--- config.mk ---
export PLATFORM = sky130hd
export DESIGN_NAME = ext_cmd_arbiter
export DESIGN_NICKNAME = d
export VERILOG_FILES = /design/src/rtl/ext_cmd_arbiter.sv
export SDC_FILE = /design/constraint.sdc
export NUM_CORES = 1
export LEC_CHECK = 0
export CAP_MARGIN = 20
export CORE_ASPECT_RATIO = 0.6
export CORE_MARGIN = 3
export CORE_UTILIZATION = 46
export CTS_BUF_LIST = sky130_fd_sc_hd__clkbuf_8
export CTS_CLUSTER_DIAMETER = 150
export DETAILED_ROUTE_END_ITERATION = 10
export PLACE_DENSITY = 0.79
export SLEW_MARGIN = 20
export SYNTH_ARGS = -nofsm -noshare
export SYNTH_HDL_FRONTEND = slang
export SYNTH_SLANG_ARGS = --single-unit
--- constraint.sdc ---
create_clock -name clk_sys -period 2.6 [get_ports clk_sys]
set_input_delay 0.39 -clock clk_sys [delete_from_list [all_inputs] [get_ports clk_sys]]
set_output_delay 0.39 -clock clk_sys [all_outputs]
set_load 0.02 [all_outputs]
--- src/rtl/ext_cmd_arbiter.sv ---
// Arbitrates the shared EXT_BUS command channel between N command-handler clients.
// The first strobed word picks an owner by command range; later words are routed to that owner until the frame drops.
module ext_cmd_arbiter #(
    parameter int              N       = 4,
    parameter logic [16*N-1:0] CMD_LO  = {16'hF3, 16'hF8, 16'hF0, 16'hE0},
    parameter logic [16*N-1:0] CMD_HI  = {16'hF7, 16'hFF, 16'hF2, 16'hEF},
    parameter int              TIMEOUT = 4096
) (
    input  logic            clk_sys,
    input  logic            reset_n,
    input  logic            io_enable,
    input  logic            io_strobe,
    input  logic [15:0]     io_din,
    output logic [15:0]     io_dout,
    output logic            dout_en,
    output logic [N-1:0]    cl_sel,
    output logic [4:0]      cl_idx,
    input  logic [16*N-1:0] cl_rdata,
    output logic            cl_wr,
    output logic [4:0]      cl_widx,
    output logic [15:0]     cl_wdata,
    output logic            cl_done,
    output logic            cl_abort,
    output logic            busy,
    output logic [7:0]      miss_cnt,
    output logic [7:0]      tmo_cnt
);

    localparam int OW = (N > 1) ? $clog2(N) : 1;
    localparam int WW = $clog2(TIMEOUT + 1);

    typedef enum logic [1:0] {IDLE, OWNED, UNCLAIMED, LOCKED} state_t;

    state_t          state, state_next;
    logic [OW-1:0]   owner, hit_idx, rd_idx;
    logic [4:0]      idx;
    logic [WW-1:0]   wdog;
    logic            hit;
    logic [15:0]     sel_rdata;
    logic            claim, miss, word, expire, finish, wdog_clr, wdog_inc;

    // Scanning downwards lets the lowest matching client overwrite the others.
    always_comb begin
        // NOTE: every always_comb output gets a default first so no latch can be inferred.
        hit     = 1'b0;
        hit_idx = '0;
        for (int i = N - 1; i >= 0; i--) begin
            if (io_din >= CMD_LO[16*i +: 16] && io_din <= CMD_HI[16*i +: 16]) begin
                hit     = 1'b1;
                hit_idx = OW'(i);
            end
        end
    end

    assign rd_idx = (state == IDLE) ? hit_idx : owner;

    always_comb begin
        sel_rdata = '0;
        for (int i = 0; i < N; i++) begin
            if (OW'(i) == rd_idx) sel_rdata = cl_rdata[16*i +: 16];
        end
    end

    always_comb begin
        state_next = state;
        claim      = 1'b0;
        miss       = 1'b0;
        word       = 1'b0;
        expire     = 1'b0;
        finish     = 1'b0;
        wdog_clr   = 1'b0;
        wdog_inc   = 1'b0;
        if (!io_enable) begin
            // A strobe coinciding with the frame drop is discarded.
            state_next = IDLE;
            finish     = 1'b1;
        end else begin
            case (state)
                IDLE: begin
                    if (io_strobe) begin
                        claim      = hit;
                        miss       = !hit;
                        state_next = hit ? OWNED : UNCLAIMED;
                    end
                end
                OWNED, UNCLAIMED: begin
                    if (io_strobe) begin
                        word     = (state == OWNED);
                        wdog_clr = 1'b1;
                    end else if (wdog == WW'(TIMEOUT - 1)) begin
                        expire     = 1'b1;
                        state_next = LOCKED;
                    end else begin
                        wdog_inc = 1'b1;
                    end
                end
                default: ;
            endcase
        end
    end

    always_ff @(posedge clk_sys or negedge reset_n) begin
        // NOTE: sequential state uses non-blocking assignments only, so every flop sees pre-edge values.
        if (!reset_n) state <= IDLE;
        else          state <= state_next;
    end

    always_ff @(posedge clk_sys or negedge reset_n) begin
        if (!reset_n) begin
            owner    <= '0;
            idx      <= '0;
            wdog     <= '0;
            io_dout  <= '0;
            dout_en  <= 1'b0;
            cl_sel   <= '0;
            cl_wr    <= 1'b0;
            cl_widx  <= '0;
            cl_wdata <= '0;
            cl_done  <= 1'b0;
            cl_abort <= 1'b0;
            miss_cnt <= '0;
            tmo_cnt  <= '0;
        end else begin
            cl_wr    <= 1'b0;
            cl_done  <= 1'b0;
            cl_abort <= 1'b0;
            if (finish) begin
                owner   <= '0;
                idx     <= '0;
                wdog    <= '0;
                io_dout <= '0;
                dout_en <= 1'b0;
                cl_sel  <= '0;
                cl_done <= (state == OWNED);
            end
            if (claim) begin
                owner    <= hit_idx;
                cl_sel   <= N'(1) << hit_idx;
                dout_en  <= 1'b1;
                io_dout  <= sel_rdata;
                cl_wr    <= 1'b1;
                cl_widx  <= idx;
                cl_wdata <= io_din;
                idx      <= 5'd1;
                wdog     <= '0;
            end
            if (miss) begin
                dout_en  <= 1'b0;
                io_dout  <= '0;
                miss_cnt <= miss_cnt + 8'd1;
                wdog     <= '0;
            end
            if (word) begin
                io_dout  <= sel_rdata;
                cl_wr    <= 1'b1;
                cl_widx  <= idx;
                cl_wdata <= io_din;
                if (idx != 5'd31) idx <= idx + 5'd1;
            end
            if (wdog_clr) wdog <= '0;
            if (wdog_inc) wdog <= wdog + WW'(1);
            if (expire) begin
                wdog     <= '0;
                io_dout  <= '0;
                dout_en  <= 1'b0;
                cl_sel   <= '0;
                tmo_cnt  <= tmo_cnt + 8'd1;
                cl_abort <= (state == OWNED);
            end
        end
    end

    assign cl_idx = idx;
    assign busy   = (state != IDLE);

endmodule
==> summary.txt <==
Status
  • Status: completed

Clock tree
  • Clock slew at reported path FFs: ~90 ps
  • Clock Tree Buf Depth: 2
  • TritonCTS buffer count: 9
  • CTS root buffer: clkbuf_8
  • Number of gates resized after cts: 0
  • # clock sinks: a little over 80
  • Clk_lat worst skew: roughly 360 ps
  • CTS tree: built
  • CTS H-tree lvls: 3
  • Post-CTS setup buffer count: 0
  • CTS Hold Bufs: 0

Pwr
  • Comb pwr share: 30.6%
  • Power, Total: about 0.0038 W
  • Static leakage: between 2 and 3 nW
  • Pint: about 0.0026 W
  • Switching share of power: around 30%
  • P_sw: 0.00117 W
  • Pwr/cell area: about 620 nW/um2
  • Maximum vdd ir drop: roughly 0.00026 V
  • Reg power frac: 41.8%
  • Clock power share: 27.5%

Yosys
  • Async set-or-reset flop fraction in the synthesized netlist: 100%
  • Yosys cell types: 52
  • Ys flop type: dfrtp_1
  • Count leader, synth: dfrtp_1
  • Post-synthesis area per instance: about 11 um2
  • Synth area leader: dfrtp_1
  • Net Count, Synth: 486
  • Synthesized flop and latch total: 83
  • Share of the synthesized area in the top cell type: roughly half
  • Mapped cell area: between 4000 and 5000 um2
  • Commonest cells in the netlist: 83 x dfrtp_1, 41 x nand2_1, 25 x nor2_1
  • Post-synth EDFFs: 0
  • Seq/Total Area, Yosys: roughly 50%
  • Gate Count Post-Synth: slightly below 400
  • Syn. warnings: 0
  • Largest cells by area after synthesis: dfrtp_1 50%, mux2_2 6.4%, nand2_1 3.7%

Setup path
  • Reg2Reg Launch Point: state[1]
  • Setup crit start kind: flop
  • CP Max Fanout: 26
  • R2R Setup Slk: 220 ps
  • Worst reg-to-reg path cell count: 9
  • Kind of critical path: flop to flop
  • Crit. End Element: flop
  • RR Endpoint: io_dout[8]
  • CP Data Required Time: roughly 2900 ps
  • CP arrival: around 2600 ps

Placed design
  • Gpl congestion: approximately 0.85
  • DP Area: just under 6000 um2
  • Port-buffer cells: 150
  • Dpl hpwl: between 9 and 10 mm

Layout
  • Post-route cell area: 6150 um2
  • Layout Nets: between 600 and 700
  • Core Util, Final: between 70% and 80%
  • Antenna cell count: 0
  • Layout area overhead: 46.6%
  • Share of post-route cells with drive strength above 1: 14.6%

Floorplanning
  • Total die area: around 10,000 um2
  • Initial core utilization: 48.3%
  • Die Ht: between 70 and 80 um
  • Rows: 26
  • I/O pin cnt: 151
  • DIE WIDTH: ~130 um
  • Core ar.: slightly below 9000 um2

Global route
  • Total track usage: between 20% and 30%
  • GRT overflow: 0
  • Vias in the first global route: between 3k and 4k
  • First-pass GRT wire length: between 15 and 20 mm
  • Largest net degree at the start of global routing: 48
  • Initial antenna violation count: 0

Drt
  • DRT iter0 DRCs: about 220
  • Via/cell ratio: between 5 and 6
  • Final WL: around 12 mm
  • Antenna violation net count after detailed routing: 0
  • Routed wire length per instance: ~18 um
  • DRT Pass-1 Iters: 5
  • Via count: roughly 3.8k
  • Drt drc: 0

Timing
  • Tcrit/Tclk final: 91.5%
  • Slew Limit Fails: 0
  • RSZ-0062 raised after global routing: no
  • Max frequency: 0.420 GHz
  • Worst Tran Pin Value: 893 ps
  • Post-route minimum period: about 2400 ps
  • Final setup skew: around 10 ps
  • Slew headroom: roughly two fifths
  • Final hold violation count: 0
  • Count of final setup violators: 0

Flow run
  • Max cap viols: 0

Worst hold path
  • Min-Delay Path Class: input port to async pin
-- layout make-up --
class                           count  area (um2)
Fill cell                         671        2540
Sequential cell                    83        2080
Multi-Input combinational cell    284        1980
Timing Repair Buffer              171        1690
Tap cell                          112         140
Clock buffer                       10         138
Clock inverter                      6        87.6
Inverter                            8        30.0
-- kinds of logic after synthesis --
group	count (synthesis)	synth area share (%)
simple gates	145	18.0
compound gates	91	16.9
flops	83	49.5
buf+inv	28	3.40
mux	26	6.92
xor+xnor	15	3.13
fa+ha+maj	7	2.09
-- through the flow --
step	setup slack [ps]	TNS (ps)	hold WS, ps	cells
finish	222	0	25.5	674
global route	50.5	0	65.9	674
CTS	213	0	40.7	674
detailed placement	-26.5	-47.0	433	658
global placement	120	0	429	658
floorplan	539	0	94.4	395
-- per-layer routing --
metal / track usage [%] / vias up / share of wire, %
li1: - / 1783 / -
met1: 34.6 / 1885 / 47
met2: 36.7 / 141 / 45
met4: 7.02 / 0 / 1.5
met3: 6.15 / 24 / 6.5
met5: 0 / - / 0
-- layout by cell type, fill, tap and decap left out, types with 2 or more instances in the layout --
cell type | Yosys | routed
o21ai_0 | 20 | 20
a21o_1 | 2 | 2
clkdlybuf4s50_1 | 0 | 149
mux2i_1 | 2 | 2
nor3_1 | 24 | 24
bufinv_16 | 0 | 2
and3_1 | 8 | 8
ha_1 | 7 | 7
o221ai_2 | 10 | 10
a32oi_1 | 8 | 8
xor2_1 | 3 | 3
a31oi_1 | 6 | 6
nand4_1 | 11 | 11
clkinv_2 | 0 | 2
nor2b_1 | 9 | 9
o31ai_1 | 16 | 16
nor4_1 | 2 | 2
a221oi_1 | 6 | 6
buf_4 | 1 | 19
a22o_1 | 4 | 4
nand2_1 | 41 | 41
o21a_1 | 2 | 2
mux2_2 | 24 | 24
a21oi_1 | 8 | 8
nand3_1 | 8 | 8
clkbuf_8 | 0 | 10
and2_1 | 4 | 4
inv_1 | 8 | 8
nor3b_1 | 2 | 2
nor2_1 | 25 | 25
buf_12 | 0 | 3
dfrtp_1 | 83 | 83
xnor2_1 | 12 | 12
-- power groups by stage --
stage	clock, W	combinational (W)	sequential, W
global route	0.00111	0.00124	0.00162
finish	0.00104	0.00116	0.00159
global placement	0	0.00113	0.00160
detailed placement	0	0.00116	0.00162
floorplan	0	0.000352	0.00179
CTS	0.00106	0.00117	0.00159
-- worst max-delay path, stage by stage (launching register included) --
cell and delay [ps]:
dfrtp_1 400, inv_1 80, ha_1 300, nor4b_1 320, nand4_1 270, buf_4 220, nand2_1 110, buf_12 180
nor3_1 70, o31ai_1 310
-- worst max-delay path by stage --
| stage | start | end | slack (ps) | cells after the start |
|---|---|---|---|---|
| floorplan | state[0] | tmo_cnt[1] | 540 | 8 |
| global placement | io_din[15] | io_dout[14] | 120 | 8 |
| detailed placement | io_din[1] | io_dout[8] | -30 | 6 |
| CTS | state[1] | io_dout[8] | 210 | 9 |
| global route | state[1] | io_dout[6] | 50 | 9 |
| finish | state[1] | io_dout[8] | 220 | 9 |
-- registers in the layout (all words and copies together) (netlist names) --
register  cells
cl_abort      1
cl_done       1
cl_idx        5
cl_sel        4
cl_wdata     16
cl_widx       5
cl_wr         1
dout_en       1
io_dout      16
miss_cnt      8
owner         2
state         2
tmo_cnt       8
wdog         13
No activity file was read; power rests on OpenSTA's default activity.
